[config.mk]
export PLATFORM = sky130hd
export DESIGN_NAME = seq_detect_param
export DESIGN_NICKNAME = d
export VERILOG_FILES = /design/src/rtl/seq_detect_param.sv
export SDC_FILE = /design/constraint.sdc
export NUM_CORES = 1
export LEC_CHECK = 0
export CORE_ASPECT_RATIO = 2
export CORE_MARGIN = 8
export CORE_UTILIZATION = 40
export CTS_CLUSTER_SIZE = 24
export DETAILED_ROUTE_END_ITERATION = 16
export PLACE_DENSITY = 0.73
export SYNTH_ARGS = -nofsm -noshare
export SYNTH_HDL_FRONTEND = slang
export SYNTH_SLANG_ARGS = --single-unit
[constraint.sdc]
create_clock -name clk -period 4.15 [get_ports clk]
set_clock_uncertainty 0.2 [all_clocks]
set_input_delay 0.83 -clock clk [delete_from_list [all_inputs] [get_ports clk]]
set_output_delay 0.83 -clock clk [all_outputs]
set_load 0.02 [all_outputs]
[src/rtl/seq_detect_param.sv]
// seq_detect_param: programmable serial pattern detector with match pulse and saturating counter; define SEQ_DET_REG_OUT_EN to register y
module seq_detect_param #(
    parameter int                 MAX_LEN     = 8,
    parameter int                 LEN_W       = $clog2(MAX_LEN + 1),
    parameter logic [MAX_LEN-1:0] PAT_DEFAULT = MAX_LEN'(1),
    parameter int                 LEN_DEFAULT = 3,
    parameter int                 CNT_W       = 8
) (
    input  logic               clk,
    input  logic               reset,
    input  logic               xin,
    input  logic               xin_valid,
    input  logic               cfg_we,
    input  logic [MAX_LEN-1:0] pattern,
    input  logic [LEN_W-1:0]   pat_len,
    input  logic               overlap,
    input  logic               cnt_clr,
    output logic               y,
    output logic [CNT_W-1:0]   match_cnt,
    output logic               cfg_err,
    output logic               busy
);
    typedef enum logic [1:0] {IDLE, FILL, ARMED} state_t;
    state_t             state_q, state_d;
    logic [MAX_LEN-1:0] pat_q, pat_d, mask, window;
    logic [MAX_LEN-2:0] hist_q, hist_d;
    logic [LEN_W-1:0]   len_q, len_d, fill_q, fill_d, fill_next;
    logic               ovl_q, ovl_d, err_q, err_d, len_ok, match, hit;
    logic [CNT_W-1:0]   cnt_q, cnt_d;
    // compare window: newest bit is xin itself, older bits come from history; mask keeps the low len bits
    always_comb begin
        window    = {hist_q, xin};
        mask      = '0;
        for (int i = 0; i < MAX_LEN; i++) mask[i] = (i < int'(len_q));
        match     = ((window ^ pat_q) & mask) == '0;
        hit       = xin_valid && !reset && !cfg_we && state_q == ARMED && match;
        len_ok    = pat_len != '0 && pat_len <= LEN_W'(MAX_LEN);
        fill_next = fill_q + 1'b1;
    end
    // next-state: cfg_we overrides the stream; a length-1 pattern needs no fill and arms immediately
    always_comb begin
        pat_d   = pat_q;
        len_d   = len_q;
        ovl_d   = ovl_q;
        hist_d  = hist_q;
        fill_d  = fill_q;
        state_d = state_q;
        err_d   = err_q;
        if (cfg_we) begin
            hist_d  = '0;
            fill_d  = '0;
            err_d   = !len_ok;
            state_d = !len_ok ? IDLE : (pat_len == LEN_W'(1)) ? ARMED : FILL;
            if (len_ok) begin
                pat_d = pattern;
                len_d = pat_len;
                ovl_d = overlap;
            end
        end else if (xin_valid && state_q != IDLE) begin
            hist_d = window[MAX_LEN-2:0];
            if (state_q == FILL) begin
                fill_d  = fill_next;
                state_d = (fill_next == len_q - 1'b1) ? ARMED : FILL;
            end else if (match && !ovl_q) begin
                fill_d  = '0;
                state_d = (len_q == LEN_W'(1)) ? ARMED : FILL;
            end
        end
        cnt_d = cnt_clr ? '0 : (hit && !(&cnt_q)) ? cnt_q + 1'b1 : cnt_q;
    end
    // state and configuration registers
    always_ff @(posedge clk) begin
        if (reset) begin
            pat_q   <= PAT_DEFAULT;
            len_q   <= LEN_W'(LEN_DEFAULT);
            ovl_q   <= 1'b1;
            hist_q  <= '0;
            fill_q  <= '0;
            state_q <= (LEN_DEFAULT == 1) ? ARMED : FILL;
            err_q   <= 1'b0;
            cnt_q   <= '0;
        end else begin
            pat_q   <= pat_d;
            len_q   <= len_d;
            ovl_q   <= ovl_d;
            hist_q  <= hist_d;
            fill_q  <= fill_d;
            state_q <= state_d;
            err_q   <= err_d;
            cnt_q   <= cnt_d;
        end
    end
`ifdef SEQ_DET_REG_OUT_EN
    logic y_q;
    // registered pulse lands in the same cycle the counter shows the new match
    always_ff @(posedge clk) begin
        if (reset) y_q <= 1'b0;
        else       y_q <= hit;
    end
    assign y = y_q;
`else
    assign y = hit;
`endif
    assign match_cnt = cnt_q;
    assign cfg_err   = err_q;
    assign busy      = state_q != IDLE;
endmodule
### Word level (Yosys, flattened, before mapping)

Cells that the tools add are included.

| word-level totals | value |
|---|---|
| input port bits | 19 |
| logic and storage cells | 62 |
| bits in registers | 35 |
| output and inout bits | 11 |

| cells by class | value |
|---|---|
| add/subtract/negate cells | 3 |
| bitwise gates (word level) | 2 |
| mux-type cells | 10 |
| reduce and logical (&&, ||, !) cells | 25 |
| eq/ne operators | 5 |
| order comparisons | 9 |

Operator list:

| operator | number |
|---|---|
| 3-bit by 4-bit < comparator with 1-bit output (first input constant) | 4 |
| 2-bit two-way mux | 8 |
| 8-bit by 1-bit adder with 8-bit output (second input constant) | 1 |
| 8-bit bitwise AND | 1 |
| 4-bit by 1-bit equality test with 1-bit output (second input constant) | 2 |
| 1-bit logical AND | 8 |
| 8-bit zero test | 1 |
| 1-bit by 4-bit < comparator with 1-bit output (first input constant) | 2 |
| 2-bit by 4-bit < comparator with 1-bit output (first input constant) | 2 |
| 4-bit two-way mux | 2 |
| 8-bit AND reduction | 1 |
| 8-bit bitwise XOR | 1 |
| 2-bit AND reduction | 3 |
| 2-bit nonzero test | 3 |
| 1-bit zero test | 5 |
| 4-bit by 1-bit adder with 4-bit output (second input constant) | 1 |
| 4-bit equality test | 1 |
| 4-bit <= comparator (second input constant) | 1 |
| 4-bit nonzero test | 1 |
| 2-bit OR reduction | 2 |
| 4-bit by 1-bit subtractor with 4-bit output (second input constant) | 1 |
| 3-bit nonzero test | 1 |
| 2-bit by 1-bit equality test with 1-bit output (second input constant) | 1 |
| 2-bit equality test (second input constant) | 1 |

### Longest topological paths before layout

Gate-level depths: netlist of run 1.

| depth | value |
|---|---|
| depth in word-level cells | 8 |
| gate-level depth with buffers | 8 |
| mapped depth without buffers | 8 |

### Worst setup path before layout of run 1

OpenSTA, ideal clock, no wires.

| timing path | value |
|---|---|
| path kind | in2out |
| start | input port cfg_we |
| end | output port y |
| data arrival time | 1.790 ns |
| buffers on the path | 0 |
| stages on the path | 4 |
| data required time | 3.120 ns |
| setup slack | 1.330 ns |
| cells stage by stage | nor2_1 > nand4b_1 > a211oi_1 > nor2b_1 |

| on the way | value |
|---|---|
| longest elaborated chain between the ends | 4 |

Ends and longest elaborated chain:

| element | line | source |
|---|---|---|
| start: declaration | 13 | `input logic cfg_we,` |
| 1-bit zero test | 36 | `hit = xin_valid && !reset && !cfg_we && state_q == ARMED && match;` |
| 1-bit logical AND (3 in series) | 36 |  |
| end: declaration | 18 | `output logic y,` |

No other way between the ends.

### Worst setup path in the final report of run 1

| timing path | value |
|---|---|
| start | input port reset |
| end | output port y |

| on the way | value |
|---|---|
| longest elaborated chain between the ends | 5 |

Ends and longest elaborated chain:

| element | line | source |
|---|---|---|
| start: declaration | 10 | `input logic reset,` |
| 1-bit zero test | 36 |  |
| 1-bit logical AND (4 in series) | 36 |  |

No other way between the ends.

==> results by group, run 1 <==
Setup path
  – Critical path launch point: reset
  – R2r worst-path depth: 7
  – Worst path required time: 3120 ps
  – CP max FO: 3
  – Setup Crit Path Kind: input port to output port
  – Critical path startpoint category: input port
  – Worst Setup End Kind: output port
  – FF-to-FF Start: len_q[0]
  – Crit path arrival time: 2870 ps

Drt
  – Initial drt markers: 59
  – Via count: 1609
  – Final ANT Viol Nets: 0
  – Final wirelength: 4280 µm
  – Drt via density: 5.26
  – DRT Pass-1 Iters: 4
  – Post-route DRC: 0
  – Wire per inst: 14.0 µm

Floorplanning
  – Die width: 64.1 µm
  – Die ar.: 0.00719 mm²
  – # rows: 35
  – Core area: 0.00451 mm²
  – Starting Density: 41.0%
  – Io pins: 30
  – Die Y: 112 µm

Global routing
  – Largest net degree at the start of global routing: 23
  – Initial antenna violation count: 0
  – Vias in the first global route: 1619
  – First-pass GRT wire length: 7170 µm
  – Overflow after GRT: 0
  – GRT Util Overall: 12.4%

Clocking
  – H-tree depth: 2
  – CTS tree: yes
  – Post-CTS Setup Repair Bufs: 0
  – Root buffer selected by CTS: clkbuf_8
  – Hold Buf Count CTS: 0
  – Clk sinks: 35
  – CTS buffer count: 5
  – Clk slew on worst S/H paths: 60 ps
  – Clk_lat worst skew: 290 ps
  – Max Buffers Root-to-Sink: 2
  – Post-CTS sizing: 0

Yosys
  – Synth cell types: 45
  – Sequential cell area fraction in the yosys report: 37.9%
  – Net Count, Synth: 245
  – Share of the synthesized area in the top cell type: 37.9%
  – Synth async-reset ratio: 0%
  – Top post-synthesis cells by area: dfxtp_1, nand2_1, a21oi_1
  – Top-count cell post-synth: nand2_1
  – Commonest cells in the netlist: nand2_1, dfxtp_1, a21oi_1
  – Netlist Area Pre-Place: 0.00185 mm²
  – Primary FF master, synth: dfxtp_1
  – Post-synth EDFFs: 0
  – Synth Area per Inst: 8.37 µm²
  – Yosys warning count: 0
  – Mapped Cells: 221
  – Post-synth top area cell: dfxtp_1
  – Seq cells post-synth: 35

Status
  – Status: finished, final reports clean

Timing
  – RSZ-0062 raised after global routing: false
  – Fin. Hold Viols: 0
  – Slew @ Worst Pin: 401 ps
  – Slew Limit Fails: 0
  – Max frequency: 256 MHz
  – Final setup fails: 0
  – Final TNS setup: 0 ps
  – Min Tclk post-route: 3900 ps
  – Final worst-path cycle share: 94.0%
  – Slew margin rel.: 73.2%

Pwr
  – PwrDens: 321 mW/mm²
  – Leakage power: 0.839 nW
  – Max VDD drop: 198 µV

Worst hold path
  – Hold Path Origin: hist_q[6]
  – Worst min path class: register to register
  – Hold depth: 2

Final layout
  – Seq. cell area: 701 µm²
  – Nets: 274
  – Area of the multi-input gates: 0.00109 mm²
  – Fin cells: 306
  – Layout cells sized above 1: 7.17%
  – Filler cells: 433
  – Antenna Cells: 0
  – Area delta synth->final: 23.6%

Flow run
  – Max cap viols: 0

Place
  – Dpl cells: 298
  – Gp weighted congestion: 0.873
  – DP Wirelength: 3350 µm
  – Number of port buffers: 29
-- per-layer routing --
| layer | track usage [%] | vias up | share of wire [%] |
|---|---|---|---|
| li1 | - | 823 | - |
| met1 | 12.7 | 756 | 41 |
| met2 | 22.5 | 25 | 55 |
| met3 | 2.99 | 5 | 2.9 |
| met4 | 5.70 | 0 | 1.8 |
| met5 | 0 | - | 0 |
-- registers in the layout, indices dropped and copies added, names as in the netlist --
signal	flops
state_q	2
fill_q	4
cfg_err	1
ovl_q	1
len_q	4
pat_q	8
hist_q	7
match_cnt	8
-- cell usage in the layout, fill, tap and decap left out, types with 2 or more instances in the layout --
cell / instances
or2_2: 2
xor2_1: 6
nor2b_1: 3
nor3b_1: 3
a211oi_1: 2
nand4_1: 4
nand2b_1: 3
a211o_1: 2
nor3_1: 5
and2_1: 2
nand3_1: 3
ha_1: 5
mux2i_1: 5
o21ai_1: 3
or3_1: 5
inv_1: 4
xnor2_1: 13
clkbuf_8: 7
o22ai_1: 2
clkdlybuf4s50_1: 29
nor2_1: 16
nand3b_1: 2
nand4bb_1: 2
a31o_1: 2
dfxtp_1: 35
buf_4: 2
nand2_1: 41
and3_1: 2
a21oi_1: 24
-- logic make-up after synthesis --
family,count (synthesis),synth area share (%)
AND/OR/NAND/NOR,100,27.7
AO/OA/AOI/OAI,43,16.3
flip-flops,35,37.9
XOR/XNOR,19,9.00
buffers and inverters,14,3.04
multiplexers,5,2.71
adder cells (fa/ha/maj),5,3.38
-- critical path, stage by stage --
cell and delay [ps]:
clkdlybuf4s50_1 440, nor2_1 140, nand4b_1 130, a211oi_1 390
nor2b_1 280, clkdlybuf4s50_1 660
-- where the power goes --
| part | internal (mW) | switching [mW] | leakage (nW) | total (mW) |
|---|---|---|---|---|
| Clock | 0.151 | 0.116 | 0.0515 | 0.267 |
| Combinational | 0.0512 | 0.0550 | 0.503 | 0.106 |
| Sequential | 0.347 | 0.0129 | 0.285 | 0.360 |
-- final timing paths --
path | endpoint | slack [ps]
min reg2reg | hist_q[6] | 270
max reg2reg | match_cnt[4] | 1660
min | hist_q[6] | 270
max | y | 250
-- through the flow --
stage | hold slack [ps] | cell area (µm²) | power, mW | worst slack [ps] | utilization (%)
4_1_cts | 273 | 2290 | 0.743 | 229 | 50.7
5_1_grt | 296 | 2290 | 0.769 | 113 | 50.7
3_3_place_gp | 256 | 2190 | 0.471 | 281 | 48.5
3_5_place_dp | 263 | 2190 | 0.474 | 233 | 48.5
2_1_floorplan | 248 | 1850 | 0.433 | 1330 | -
6_report | 272 | 2290 | 0.733 | 248 | 50.7
-- cell type report --
cell class,instances,area share (%)
flip-flops and latches,35,30.7
multi-input cells,172,47.8
clock buffers,8,4.38
repair buffers,31,13.4
well taps,55,3.01
inverters,5,0.821
Note: power is estimated with default switching activity, not from simulation.
==> run 2: changes to the inputs <==
HOLD_SLACK_MARGIN = 0.02   (was default)
==> results of run 2 <==
The final DEF is identical to that of run 1; final timing and power are the same.
==> run 3: changes to the inputs <==
SKIP_LAST_GASP = 1   (was default)
==> results of run 3 <==
The final DEF is identical to that of run 1; final timing and power are the same.
